==> src/rtl/csr_file_pkg.sv <==
// Shared types for csr_file: request function codes, the CSR address map,
// counter selectors and the CSRRW/CSRRS/CSRRC write-value helper.
package csr_file_pkg;

    typedef enum logic [1:0] {
        RW   = 2'd0,
        RS   = 2'd1,
        RC   = 2'd2,
        NONE = 2'd3
    } funct_t;

    typedef enum logic [11:0] {
        CSR_CYCLE     = 12'hC00,
        CSR_TIME      = 12'hC01,
        CSR_INSTRET   = 12'hC02,
        CSR_CYCLEH    = 12'hC80,
        CSR_TIMEH     = 12'hC81,
        CSR_INSTRETH  = 12'hC82,
        CSR_MCYCLE    = 12'hB00,
        CSR_MINSTRET  = 12'hB02,
        CSR_MCYCLEH   = 12'hB80,
        CSR_MINSTRETH = 12'hB82
    } csr_addr_t;

    localparam logic [11:0] SCRATCH_BASE = 12'h800;

    typedef enum logic [1:0] {
        CYCLE   = 2'd0,
        TIME    = 2'd1,
        INSTRET = 2'd2
    } ctr_sel_t;

    function automatic logic [63:0] csr_wval(input funct_t funct, input logic [63:0] old,
                                             input logic [63:0] wdata);
        case (funct)
            RW:      return wdata;
            RS:      return old | wdata;
            RC:      return old & ~wdata;
            default: return old;
        endcase
    endfunction

endpackage

==> src/rtl/csr_file_counter64.sv <==
// csr_counter64: 64-bit wrapping counter with independently writable 32-bit halves.
// Any write in a cycle replaces the addressed half(s) and suppresses that cycle's increment.
module csr_counter64 (
    input  logic        clk,
    input  logic        rst_n,
    input  logic        inc,
    input  logic        wr_lo,
    input  logic        wr_hi,
    input  logic [31:0] wdata,
    output logic [63:0] value
);

    logic [63:0] r_value;

    always_ff @(posedge clk or negedge rst_n) begin
        if (!rst_n) begin
            r_value <= '0;
        end else if (wr_lo || wr_hi) begin
            if (wr_lo) r_value[31:0]  <= wdata;
            if (wr_hi) r_value[63:32] <= wdata;
        end else if (inc) begin
            r_value <= r_value + 64'd1;
        end
    end

    assign value = r_value;

endmodule

==> src/rtl/csr_file.sv <==
// csr_file: cycle/time/instret counters plus NUM_SCRATCH scratch CSRs behind a one-cycle
// valid/ready CSR port. Define CSR_MCOUNTER_EN to add writable mcycle/minstret aliases.
module csr_file
    import csr_file_pkg::*;
#(
    parameter int XLEN        = 32,
    parameter int NUM_SCRATCH = 4,
    parameter int TIME_DIV    = 8
) (
    input  logic            clk,
    input  logic            rst_n,
    input  logic            req_valid,
    output logic            req_ready,
    input  logic [11:0]     req_addr,
    input  funct_t          req_funct,
    input  logic [XLEN-1:0] req_wdata,
    input  logic            retire,
    output logic            rsp_valid,
    input  logic            rsp_ready,
    output logic [XLEN-1:0] rsp_rdata,
    output logic            rsp_illegal
);

    localparam int NSCR = (NUM_SCRATCH > 0) ? NUM_SCRATCH : 1;
    localparam int SW   = (NSCR > 1) ? $clog2(NSCR) : 1;
    localparam int PW   = (TIME_DIV > 1) ? $clog2(TIME_DIV) : 1;
    localparam logic [PW-1:0] PRESC_MAX = PW'(TIME_DIV - 1);

    logic [XLEN-1:0] r_scratch [NSCR];
    logic [PW-1:0]   r_presc;
    logic            r_rsp_valid;
    logic [XLEN-1:0] r_rsp_rdata;
    logic            r_rsp_illegal;

    logic [63:0]     w_cycle, w_time, w_instret, w_ctr_val, w_wdata64;
    logic [XLEN-1:0] w_old, w_new;
    logic [SW-1:0]   w_idx;
    ctr_sel_t        w_sel;
    logic w_accept, w_mapped, w_ro, w_is_scr, w_ctr_hit, w_hi;
    logic w_write_req, w_illegal, w_commit, w_ctr_wr, w_time_tick;

    assign req_ready   = !r_rsp_valid || rsp_ready;
    assign w_accept    = req_valid && req_ready;
    assign w_wdata64   = 64'(req_wdata);
    assign w_idx       = req_addr[SW-1:0];
    assign w_time_tick = (r_presc == PRESC_MAX);

    always_comb begin
        w_mapped  = 1'b0;
        w_ro      = 1'b0;
        w_is_scr  = 1'b0;
        w_ctr_hit = 1'b0;
        w_hi      = req_addr[7];
        w_sel     = CYCLE;
        case (req_addr)
            CSR_CYCLE, CSR_CYCLEH:     begin w_mapped = 1'b1; w_ro = 1'b1; w_ctr_hit = 1'b1; w_sel = CYCLE;   end
            CSR_TIME, CSR_TIMEH:       begin w_mapped = 1'b1; w_ro = 1'b1; w_ctr_hit = 1'b1; w_sel = TIME;    end
            CSR_INSTRET, CSR_INSTRETH: begin w_mapped = 1'b1; w_ro = 1'b1; w_ctr_hit = 1'b1; w_sel = INSTRET; end
`ifdef CSR_MCOUNTER_EN
            CSR_MCYCLE, CSR_MCYCLEH:     begin w_mapped = 1'b1; w_ctr_hit = 1'b1; w_sel = CYCLE;   end
            CSR_MINSTRET, CSR_MINSTRETH: begin w_mapped = 1'b1; w_ctr_hit = 1'b1; w_sel = INSTRET; end
`endif
            default: begin
                if (req_addr[11:4] == SCRATCH_BASE[11:4] && int'(req_addr[3:0]) < NUM_SCRATCH) begin
                    w_mapped = 1'b1;
                    w_is_scr = 1'b1;
                end
            end
        endcase
    end

    always_comb begin
        case (w_sel)
            TIME:    w_ctr_val = w_time;
            INSTRET: w_ctr_val = w_instret;
            default: w_ctr_val = w_cycle;
        endcase
        w_old = '0;
        if (w_ctr_hit)
            w_old = w_hi ? XLEN'(w_ctr_val[63:32]) : XLEN'(w_ctr_val[31:0]);
        else if (w_is_scr)
            w_old = r_scratch[w_idx];
    end

    // RS/RC with a zero operand are pure reads, which keeps them legal on read-only counters.
    assign w_write_req = (req_funct == RW) || ((req_funct == RS || req_funct == RC) && w_wdata64 != 64'd0);
    assign w_illegal   = !w_mapped || (w_ro && w_write_req);
    assign w_commit    = w_accept && !w_illegal && w_write_req;
    assign w_ctr_wr    = w_commit && w_ctr_hit;
    assign w_new       = XLEN'(csr_wval(req_funct, 64'(w_old), w_wdata64));

    csr_counter64 u_cycle (
        .clk   (clk),
        .rst_n (rst_n),
        .inc   (1'b1),
        .wr_lo (w_ctr_wr && w_sel == CYCLE && !w_hi),
        .wr_hi (w_ctr_wr && w_sel == CYCLE && w_hi),
        .wdata (w_new[31:0]),
        .value (w_cycle)
    );

    csr_counter64 u_time (
        .clk   (clk),
        .rst_n (rst_n),
        .inc   (w_time_tick),
        .wr_lo (1'b0),
        .wr_hi (1'b0),
        .wdata (32'd0),
        .value (w_time)
    );

    csr_counter64 u_instret (
        .clk   (clk),
        .rst_n (rst_n),
        .inc   (retire),
        .wr_lo (w_ctr_wr && w_sel == INSTRET && !w_hi),
        .wr_hi (w_ctr_wr && w_sel == INSTRET && w_hi),
        .wdata (w_new[31:0]),
        .value (w_instret)
    );

    always_ff @(posedge clk or negedge rst_n) begin
        if (!rst_n) begin
            r_presc <= '0;
        end else begin
            r_presc <= w_time_tick ? '0 : r_presc + 1'b1;
        end
    end

    always_ff @(posedge clk or negedge rst_n) begin
        if (!rst_n) begin
            for (int i = 0; i < NSCR; i++) r_scratch[i] <= '0;
        end else if (w_commit && w_is_scr) begin
            r_scratch[w_idx] <= w_new;
        end
    end

    // Single response slot: a new accept overwrites it, otherwise it drains on rsp_ready.
    always_ff @(posedge clk or negedge rst_n) begin
        if (!rst_n) begin
            r_rsp_valid   <= 1'b0;
            r_rsp_rdata   <= '0;
            r_rsp_illegal <= 1'b0;
        end else if (w_accept) begin
            r_rsp_valid   <= 1'b1;
            r_rsp_rdata   <= w_illegal ? '0 : w_old;
            r_rsp_illegal <= w_illegal;
        end else if (rsp_ready) begin
            r_rsp_valid   <= 1'b0;
        end
    end

    assign rsp_valid   = r_rsp_valid;
    assign rsp_rdata   = r_rsp_rdata;
    assign rsp_illegal = r_rsp_illegal;

endmodule

==> config.mk <==
export PLATFORM = sky130hd
export DESIGN_NAME = csr_file
export DESIGN_NICKNAME = d
export VERILOG_FILES = /design/src/rtl/csr_file_pkg.sv /design/src/rtl/csr_file_counter64.sv /design/src/rtl/csr_file.sv
export SDC_FILE = /design/constraint.sdc
export NUM_CORES = 1
export LEC_CHECK = 0
export ABC_AREA = 1
export CELL_PAD_IN_SITES_DETAIL_PLACEMENT = 2
export CELL_PAD_IN_SITES_GLOBAL_PLACEMENT = 2
export CORE_MARGIN = 5
export CORE_UTILIZATION = 37
export CTS_CLUSTER_DIAMETER = 120
export CTS_CLUSTER_SIZE = 20
export DETAILED_ROUTE_END_ITERATION = 8
export GPL_TIMING_DRIVEN = 0
export PLACE_DENSITY = 0.9
export SYNTH_ARGS = -nofsm -noshare
export SYNTH_HDL_FRONTEND = slang
export SYNTH_SLANG_ARGS = --single-unit
==> constraint.sdc <==
create_clock -name clk -period 3.5 [get_ports clk]
set_clock_uncertainty 0.05 [all_clocks]
set_input_delay 0.7 -clock clk [delete_from_list [all_inputs] [get_ports clk]]
set_output_delay 0.7 -clock clk [all_outputs]
set_load 0.1 [all_outputs]
# [After elaboration in Yosys (flattened, before gate mapping)]
# Index checks and enable logic that the tools add are counted.
[word_totals] ramBits=0 n_memories=0 regBits=357 latch_bits=0 mem_bits_ro=0 elab_cells=102
[classes] div_mod_pow=0 add_sub_neg=4 magnitude_cmp=3 mux=27 shift=0 n_bitwise=4 mul=0 reduce_logical=35 n_eq_ne=16
[ops] cell="two-way mux 32 bit" n=11
[ops] cell="adder 64 x 1 -> 64 bit, second input constant" n=3
[ops] cell="two-way mux 64 bit" n=3
[ops] cell="bitwise mux 128 bit" n=1
[ops] cell="case mux 64 bit (2 select lines)" n=1
[ops] cell="case mux 32 bit (3 select lines)" n=1
[ops] cell="== test 12 bit, second input constant" n=6
[ops] cell="binary-select mux 32 bit (select 2 bit)" n=1
[ops] cell="demux 32 bit (select 2 bit)" n=1
[ops] cell="nonzero test 64 bit" n=1
[ops] cell="AND 32 bit" n=1
[ops] cell="NOT 32 bit" n=1
[ops] cell="bitwise OR 32 bit" n=1
[ops] cell="logical AND 1 bit" n=15
[ops] cell="== test 8 bit, second input constant" n=1
[ops] cell="inequality test 2 x 1 -> 1 bit, second input constant" n=4
[ops] cell="logical OR 1 bit" n=6
[ops] cell="two-way mux 1 bit" n=6
[ops] cell="OR reduction 6 bit" n=1
[ops] cell="== test 2 x 1 -> 1 bit, second input constant" n=2
[ops] cell="== test 2 bit, second input constant" n=2
[ops] cell="zero test 1 bit" n=4
[ops] cell="zero test 2 bit" n=2
[ops] cell="less-than comparator 4 x 3 -> 1 bit, second input constant" n=1
[ops] cell="10 further kinds" n=13

# [Logic depth before layout (Yosys ltp)]
# Gate-level depths: netlist of the first run.
[depth] ltp_word=15 ltp_mapped=19 ltp_nobuf=17

# [By module]
# Synthesis of the first run repeated with hierarchy kept, for this count alone.
[unflattened] cells_unflattened=4118 area_unflattened_um2=25924.9
[by_module_without_submodules] module="csr_file" seq_area_each_um2=4129.0 area_each_um2=11003.1 cells_each=1674 instances=1
[by_module_without_submodules] module="csr_counter64 (u_cycle ...)" seq_area_each_um2=1601.5 area_each_um2=4944.7 cells_each=814 instances=2
[by_module_without_submodules] module="csr_counter64 (u_instret)" seq_area_each_um2=1601.5 area_each_um2=5032.3 cells_each=816 instances=1

# [Worst setup path before layout of the first run]
# Ideal clock, no wire load.
[synth_timing] path_type="reg-to-reg" from="register r_rsp_valid (netlist: rsp_valid)" to="register r_rsp_rdata[10] (netlist: rsp_rdata[10])" setup_ps=120 arrival_ps=2904 synth_period_minus_slack_ps=3074 required_ps=3330 stages_incl_launch_ff=7 slack_ps=426 cell_sequence="dfrtp_1 -> nand2_1 -> nand2_1 -> clkinv_1 -> clkbuf_1 -> nand3_1 -> nand2_1"
[synth_via] elab_chain_cells=3
[synth_lines] item="from (decl)" line_no="csr_file.sv:31" text="logic r_rsp_valid;"
[synth_lines] item="from (signal assigned)" line_no="csr_file.sv:141" text="r_rsp_valid <= 1'b0;"
[synth_lines] item="from (signal assigned)" line_no="csr_file.sv:145" text="r_rsp_valid <= 1'b1;"
[synth_lines] item="from (signal assigned)" line_no="csr_file.sv:149" text="r_rsp_valid <= 1'b0;"
[synth_lines] item="zero test 1 bit" line_no="csr_file.sv:42" text="assign req_ready = !r_rsp_valid || rsp_ready;"
[synth_lines] item="logical OR 1 bit" line_no="csr_file.sv:42"
[synth_lines] item="named net req_ready" line_no="csr_file.sv:13" text="output logic req_ready,"
[synth_lines] item="logical AND 1 bit" line_no="csr_file.sv:43" text="assign w_accept = req_valid && req_ready;"
[synth_lines] item="to (signal assigned)" line_no="csr_file.sv:146" text="r_rsp_rdata <= w_illegal ? '0 : w_old;"
[synth_lines] item="to (decl)" line_no="csr_file.sv:32" text="logic [XLEN-1:0] r_rsp_rdata;"
# The timed path passes the listed nets, and every way through them passes these cells.
# A chain may end at the register's enable or synchronous reset.

# [Worst setup path in the final report of the first run]
[layout_timing] from="input port req_addr[10]" to="register r_scratch[54] in the netlist's numbering"
[layout_via] elab_chain_cells=10
[layout_lines] item="from (decl)" line_no="csr_file.sv:14" text="input logic [11:0] req_addr,"
[layout_lines] item="== test 12 bit or == test 8 bit (tied branches)" line_no="csr_file.sv:55, csr_file.sv:64"
[layout_lines] item="OR reduction 2 bit or logical AND 1 bit (tied branches)"
[layout_lines] item="case mux 2 bit (2 select lines) or two-way mux 1 bit (tied branches)" line_no="csr_file.sv:55, csr_file.sv:64"
[layout_lines] item="== test 2 bit (tied with other cells)" line_no="csr_file.sv:73" text="case (w_sel)"
[layout_lines] item="case mux 64 bit (2 select lines) or zero test 1 bit (tied branches)" line_no="csr_file.sv:73, csr_file.sv:87"
[layout_lines] item="two-way mux 32 bit or logical OR 1 bit (tied branches)" line_no="csr_file.sv:80, csr_file.sv:87"
[layout_lines] item="two-way mux 32 bit or zero test 1 bit (tied branches)" line_no="csr_file.sv:79, csr_file.sv:88"
[layout_lines] item="AND 32 bit (tied with other cells)" line_no="csr_file_pkg.sv:38" text="RC: return old & ~wdata;"
[layout_lines] item="case mux 32 bit (3 select lines) or logical AND 1 bit (tied branches)" line_no="csr_file_pkg.sv:35, csr_file.sv:88"
[layout_lines] item="bitwise mux 128 bit or logical AND 1 bit (tied branches)" line_no="csr_file.sv:134, csr_file.sv:133"
[layout_lines] item="to (signal, indexed assignment)" line_no="csr_file.sv:134" text="r_scratch[w_idx] <= w_new;"
[layout_lines] item="to (decl)" line_no="csr_file.sv:29" text="logic [XLEN-1:0] r_scratch [NSCR];"
# Parallel ways exist; a longest one is shown, timed or not.

==> results.txt, run 1 <==
CTS tree - yes
RR Startpoint - u_time.value[0]
Worst path most repeated cell - nand2_1
share of cells above drive strength 1 - 0.0529
Clock power frac - 0.337
IO Count - 86
initial antenna violation count - 0
clock root buffer - clkbuf_16
Least-Margin Pin Slew - 1050 ps
outcome - finished clean
async set-or-reset flop fraction in the synthesized netlist - 1.00
PortBufs - 84
drt wl/cell - 26.5 um
Antenna Violating Nets Remaining - 0
total number of vias - 23400
Final Core Density - 0.417
vias in the first global route - 25900
Initial Util - 0.372
drt initial violations - 1921
synthesized cell area - 21900 um2
crit-path max FO - 10
Max Root-Sink Buffers - 3
FILL cells - 7136
number of clock sinks - 357
Req. time, crit path - 3930 ps
Leak Pwr - 11.0 nW
synthesized flop and latch total - 357
Total GRT Usage - 0.328
hold path cells - 1
largest net degree at the start of global routing - 117
syn avg cell area - 6.86 um2
sequential power share - 0.548
Cell Rows - 89
# nets final - 3372
critical path's largest stage delay - 530 ps
first-pass GRT wire length - 162000 um
worst reg-to-reg path cell count - 9
GRT Residual Overflow - 0
Clock Latency Late Sink - 590 ps
post-synthesis cell type count - 40
syn nets - 3262
Slew HR - 0.299
Worst Setup End Kind - register
maxcap violations - 0
Psw - 2.37 mW
Pwr Total - 7.93 mW
DRT Pass-1 Iters - 7
Final Max Tran Viols - 0
Logic pwr share - 0.115
P&R area growth vs syn - 12.1%
TritonCTS buffer count - 21
routability cong. - 0.951
Hold WC Path Type - register to register
most common flop cell mapped by yosys - dfrtp_1
clk slew on worst S/H paths - 90 ps
final worst hold slack - 392 ps
Die ar. - 64200 um2
fin worst setup slack - 42.1 ps
Cells after Synth - 3199
WP data arrival - 3890 ps
Setup Buffers After CTS - 0
Critical Path Start Type - input port
flop2flop setup slack - 930 ps
CP cell instances - clkdlybuf4s50_1 -> inv_1 -> nor2_2 -> nand3_4 -> nor2_2 -> inv_1 -> ha_1 -> buf_2 -> buf_2 -> nand2_1 -> nand3_1 -> nand3_2 -> nand2_1 -> nand2_1 -> nand2_1 -> nand2_1 -> nand2_1 -> nand2_1 -> nand2_1
hold_sp - r_presc[0]
Final Setup Violations - 0
sequential share of the synthesized area - 0.407
Fin Setup TNS - 0 ps
final hold vios - 0
CTS HTree Levels - 1
crit share post-route - 0.988
Die Height - 253 um
min Tclk post-route - 3460 ps
VDD IR max - 259 uV
Ant. Diodes - 0
type of the worst setup path - input port to register
Max Freq - 289 MHz
Sw Ratio - 0.299
Slowest-stage cell, CP - clkdlybuf4s50_1
Cell Pwr Density - 323 nW/um2
Detailed Place HPWL - 85900 um
WL final - 108000 um
Remaining DRCs - 0
Ys Warns - 0
Cell Int Power - 5.56 mW
Hold Path End - r_presc[0]
worst r2r dst - u_time.value[60]
Core Area - 58900 um2
vias per cell - 5.74
die width - 253 um
worst slack at placement - -1380 ps
number of synthesized flops with an enable pin - 0
synth_stat cells (2+ instances only):
master	count	area, um2
nand2_1	1282	4810
dfrtp_1	357	8930
nor2_1	333	1250
nand3_1	286	1430
inv_1	200	751
xor2_1	106	928
nor3_1	100	500
o21ai_1	73	365
o21ai_0	67	335
nand4_1	58	363
clkbuf_1	53	199
xnor2_1	45	394
o22ai_1	34	213
buf_2	33	165
o211ai_1	26	195
a21oi_1	21	105
buf_1	18	67.6
inv_2	16	60.1
or2_2	15	93.8
ha_1	12	150
nor2_2	12	75.1
nand3b_1	9	67.6
o22a_1	6	52.6
buf_6	5	56.3
nand3_4	5	87.6
nor2_8	5	100
a22oi_1	4	30.0
nor4_1	3	18.8
buf_4	2	15.0
clkinv_1	2	7.51
nor3b_1	2	15.0
registers in the layout (all words and copies together), names as in the netlist:
signal,flops
u_cycle.value,64
u_instret.value,64
rsp_rdata,32
rsp_valid,1
r_presc,3
rsp_illegal,1
r_scratch,128
u_time.value,64
kinds of logic after synthesis:
logic type,share of synthesized area
AOI/OAI and AO/OA,0.0598
xor gates and xnor gates,0.0603
buffers and inverters,0.0605
adders and majority gates,0.00685
and+or+nand+nor,0.405
DFF,0.407
through the flow:
step	cell area, um2	std cells
2_1_floorplan	21900	3199
3_3_place_gp	23700	4056
3_5_place_dp	23800	4059
4_1_cts	24500	4083
5_1_grt	24600	4083
6_report	24600	4083
per-layer routing:
| metal | share of wire | track usage | wire length [um] |
|---|---|---|---|
| met4 | 0.042 | 0.123 | 4490 |
| met3 | 0.056 | 0.0461 | 6000 |
| met1 | 0.43 | 0.434 | 46600 |
| met5 | 0 | 0 | 0 |
| met2 | 0.47 | 0.550 | 51000 |
area by class of cell:
| class | count | area, um2 | area share |
|---|---|---|---|
| well taps | 773 | 967 | 0.0393 |
| clock inverters | 1 | 8.76 | 0.000356 |
| repair buffers | 88 | 943 | 0.0384 |
| flip-flops and latches | 357 | 8930 | 0.363 |
| inverters | 219 | 825 | 0.0335 |
| clock buffers | 23 | 543 | 0.0221 |
| multi-input cells | 2512 | 11800 | 0.480 |
| plain buffers | 110 | 553 | 0.0225 |
cell usage in the layout (no fill, tap or decap), types with 35 or more instances in the layout:
| cell | netlist | layout |
|---|---|---|
| xor2_1 | 106 | 106 |
| o21ai_1 | 73 | 73 |
| nand3_1 | 286 | 278 |
| nor2_1 | 333 | 329 |
| dfrtp_1 | 357 | 357 |
| clkdlybuf4s50_1 | 0 | 81 |
| xnor2_1 | 45 | 45 |
| nand2_1 | 1282 | 1266 |
| nand4_1 | 58 | 58 |
| nor3_1 | 100 | 100 |
| buf_2 | 33 | 35 |
| o21ai_0 | 67 | 65 |
| inv_1 | 200 | 199 |
| clkbuf_1 | 53 | 45 |
power by group through the flow:
stage | clock network [mW] | logic, mW | registers, mW
global placement | 0 | 0.820 | 4.42
floorplan | 0 | 0.454 | 4.36
finish | 2.67 | 0.910 | 4.35
global route | 2.84 | 0.983 | 4.35
detailed placement | 0 | 0.883 | 4.42
CTS | 2.69 | 0.899 | 4.34
worst max-delay path, delay by kind of cell:
family | cells | cell delay, ps
AND/OR/NAND/NOR | 13 | 1800
buffers and inverters | 5 | 1160
adder cells (fa/ha/maj) | 1 | 220
timing repair:
| action | in CTS | in global routing |
|---|---|---|
| setup endpoints to repair | 160 | 118 |
| hold buffers | 1 | 0 |
| pin swaps | 0 | 1 |
| gates resized for setup | 47 | 28 |
| hold endpoints to repair | 26 | 0 |
how the worst max path moves through the flow:
stage	slack, ps	startpoint	to
finish	40	req_addr[10]	r_scratch[54]
global placement	-14590	rst_n	u_cycle.value[45]
CTS	3	req_addr[0]	r_scratch[0]
global route	-20	req_addr[10]	r_scratch[110]
detailed placement	-1380	req_addr[11]	r_scratch[80]
floorplan	430	rsp_valid	rsp_rdata[10]
(Power assumes the default switching activity.)
==> run 2, diff against run 1 <==
CORE_UTILIZATION = 35   (was 37)
GPL_TIMING_DRIVEN = not set   (was 0)
PLACE_DENSITY = 0.86   (was 0.9)
clock period = 3.25 ns   (was 3.5 ns; I/O delays follow)
==> run 2 against run 1 <==
  * Utilization fell by 1.7 points
  * Via count fell by 0.90%
  * Final area rose by 0.98%
  * Hold slack got worse by 360 ps
  * Power rose by 7.1%
  * Worst setup slack improved by 90 ps
  * First-iteration DRC count fell by 20%
  * Count of clock-buffer cells in the layout fell by 2
  * Final cell count rose by 1.4%
  * Global-route usage fell by 2.7 points
==> results.txt, run 2 (synthesized netlist as in run 1, its figures left out) <==
outcome - finished clean
# nets final - 3367 (-0.15%)
storage element area - 8930 um2 (unchanged)
final worst hold slack - 36.2 ps (-356 ps)
CTS HTree Levels - 1 (unchanged)
final hold vios - 0 (unchanged)
drt initial violations - 1542 (-20%)
Max Freq - 321 MHz
delay-heaviest family, CP - simple AND/OR/NAND/NOR gates
Final Max Tran Viols - 0 (unchanged)
vias in the first global route - 25700 (-0.53%)
CTS Hold Buffers Added - 0 (-1)
RR Startpoint - u_time.value[0]
VDD IR max - 319 uV (+23%)
vias per cell - 5.61 (-2.3%)
clock root buffer - clkbuf_16
most frequent cells in the layout - nand2_1 (1281), dfrtp_1 (357), nor2_1 (329)
Pwr Total - 8.50 mW (+7.1%)
GRT Residual Overflow - 0 (unchanged)
clk slew on worst S/H paths - 100 ps (about the same)
total number of vias - 23200 (-0.90%)
largest net degree at the start of global routing - 74 (-37%)
type of the worst setup path - input port to register
Largest register FFs - 128 (unchanged)
Total GRT Usage - 0.301 (-0.0272)
WL final - 104000 um (-3.7%)
WP buf/inv - 5 (unchanged)
WP data arrival - 3550 ps (-340 ps)
first-pass GRT wire length - 159000 um (-2.0%)
Slowest-stage cell, CP - clkdlybuf4s50_1
flop2flop setup slack - 680 ps (-250 ps)
FILL cells - 7554 (+5.9%)
final instance area - 24800 um2 (+0.98%)
Worst Setup End Kind - register
CP cell instances - clkdlybuf4s50_1 -> inv_1 -> nor2_2 -> nand3_4 -> nor2_2 -> buf_4 -> ha_2 -> buf_12 -> buf_4 -> nand2_1 -> nand3_1 -> nand3_1 -> nand2_1 -> nand2_1 -> nand3_1 -> nand2_1 -> o21ai_1
Clock Latency Late Sink - 590 ps (about the same)
Worst path most repeated cell - nand2_1
worst slack at placement - -632 ps (+747 ps)
Slew HR - 0.473 (+0.174)
Final Setup Violations - 0 (unchanged)
Remaining DRCs - 0 (unchanged)
CTS tree - yes
TritonCTS buffer count - 21 (unchanged)
highest metal used - met4
critical path's largest stage delay - 490 ps (-40 ps)
met3 WL - 5470 um (-8.9%)
M1 wire length - 44800 um (-3.7%)
min Tclk post-route - 3120 ps
routability cong. - 0.951 (about the same)
crit share post-route - 0.959
Hold WC Path Type - input port to asynchronous set/reset pin
Die ar. - 67800 um2 (+5.5%)
Core Area - 61900 um2 (+5.1%)
IO Count - 86 (unchanged)
Cell Pwr Density - 342 nW/um2 (+6.1%)
worst reg-to-reg path cell count - 9 (unchanged)
Critical Path Start Type - input port
drt wl/cell - 25.1 um (-5.0%)
DRT Pass-1 Iters - 5 (-2)
multi-input logic area - 11700 um2 (-0.82%)
share of cells above drive strength 1 - 0.0711 (+0.0183)
DR WL met2 - 50100 um (-1.7%)
Detailed Place HPWL - 81700 um (-4.8%)
Placement Cell Area - 24200 um2 (+1.7%)
initial antenna violation count - 0 (unchanged)
Setup Buffers After CTS - 0 (unchanged)
die width - 260 um (+2.7%)
commonest non-fill, non-tap cell in the layout - nand2_1
Ant. Diodes - 0 (unchanged)
Req. time, crit path - 3680 ps (-250 ps)
fin worst setup slack - 133 ps (+90.5 ps)
Cell Rows - 91 (+2.2%)
register with the most flip-flops - r_scratch
P&R area growth vs syn - 13.2%
Least-Margin Pin Slew - 784 ps (-267 ps)
Final Core Density - 0.401 (-0.0166)
Initial Util - 0.354 (-0.0182)
Antenna Violating Nets Remaining - 0 (unchanged)
PortBufs - 85 (+1.2%)
worst r2r dst - u_time.value[60]
crit-path max FO - 24 (+14)
Die Height - 260 um (+2.7%)
maxcap violations - 0 (unchanged)
Max Root-Sink Buffers - 3 (unchanged)
Leak Pwr - 11.3 nW (+2.6%)
number of clock sinks - 357 (unchanged)
## run 2: worst max path at each step
stage	cells past startpoint	end	slack (ps)	from
5_1_grt	20	r_scratch[96]	-10	req_addr[10]
6_report	17	r_scratch[7]	130	req_addr[10]
3_3_place_gp	19	r_scratch[123]	-430	req_addr[3]
4_1_cts	18	r_scratch[7]	30	req_addr[9]
2_1_floorplan	6	rsp_rdata[10]	180	rsp_valid
3_5_place_dp	18	r_scratch[55]	-630	req_addr[9]
## run 2: repair_timing
action | in CTS | in global routing
gates resized for setup | 1 | 8
pin swaps | 0 | 1
setup endpoints to repair | 17 | 102
cloned | 0 | 1
## run 2: per-layer routing
metal / GRT usage / vias up
met4: 0.0960 / 0
met1: 0.402 / 12000
met2: 0.515 / 668
li1: - / 10400
met3: 0.0313 / 186
met5: 0 / -
## run 2: layout make-up
| cell class | instances | share of cell area |
|---|---|---|
| tap | 837 | 0.0422 |
| sequential | 357 | 0.360 |
| clock inverter | 1 | 0.000202 |
| multi-input combinational | 2512 | 0.472 |
| timing repair buffer | 193 | 0.0715 |
| clock buffer | 21 | 0.0212 |
| inverter | 219 | 0.0332 |
## run 2: report_power, final
group,total (mW),switching [mW],internal (mW)
clock network,2.83,1.67,1.16
registers,4.71,0.190,4.52
logic,0.953,0.658,0.295
total,8.50,2.52,5.97
## run 2: through the flow
step	cells	TNS [ps]
2_1_floorplan	3199	0
3_3_place_gp	4117	-52170
3_5_place_dp	4117	-78890
4_1_cts	4139	0
5_1_grt	4140	-10.7
6_report	4140	0
## run 2: worst reg2reg max path: stages, from the launching register on
cell and delay, ps:
dfrtp_1 570, ha_1 300, nand3_1 150, nor2_1 200, nand2_1 230, inv_2 130, nand3_1 160, nor2_1 320
nand3_1 180, xnor2_1 160
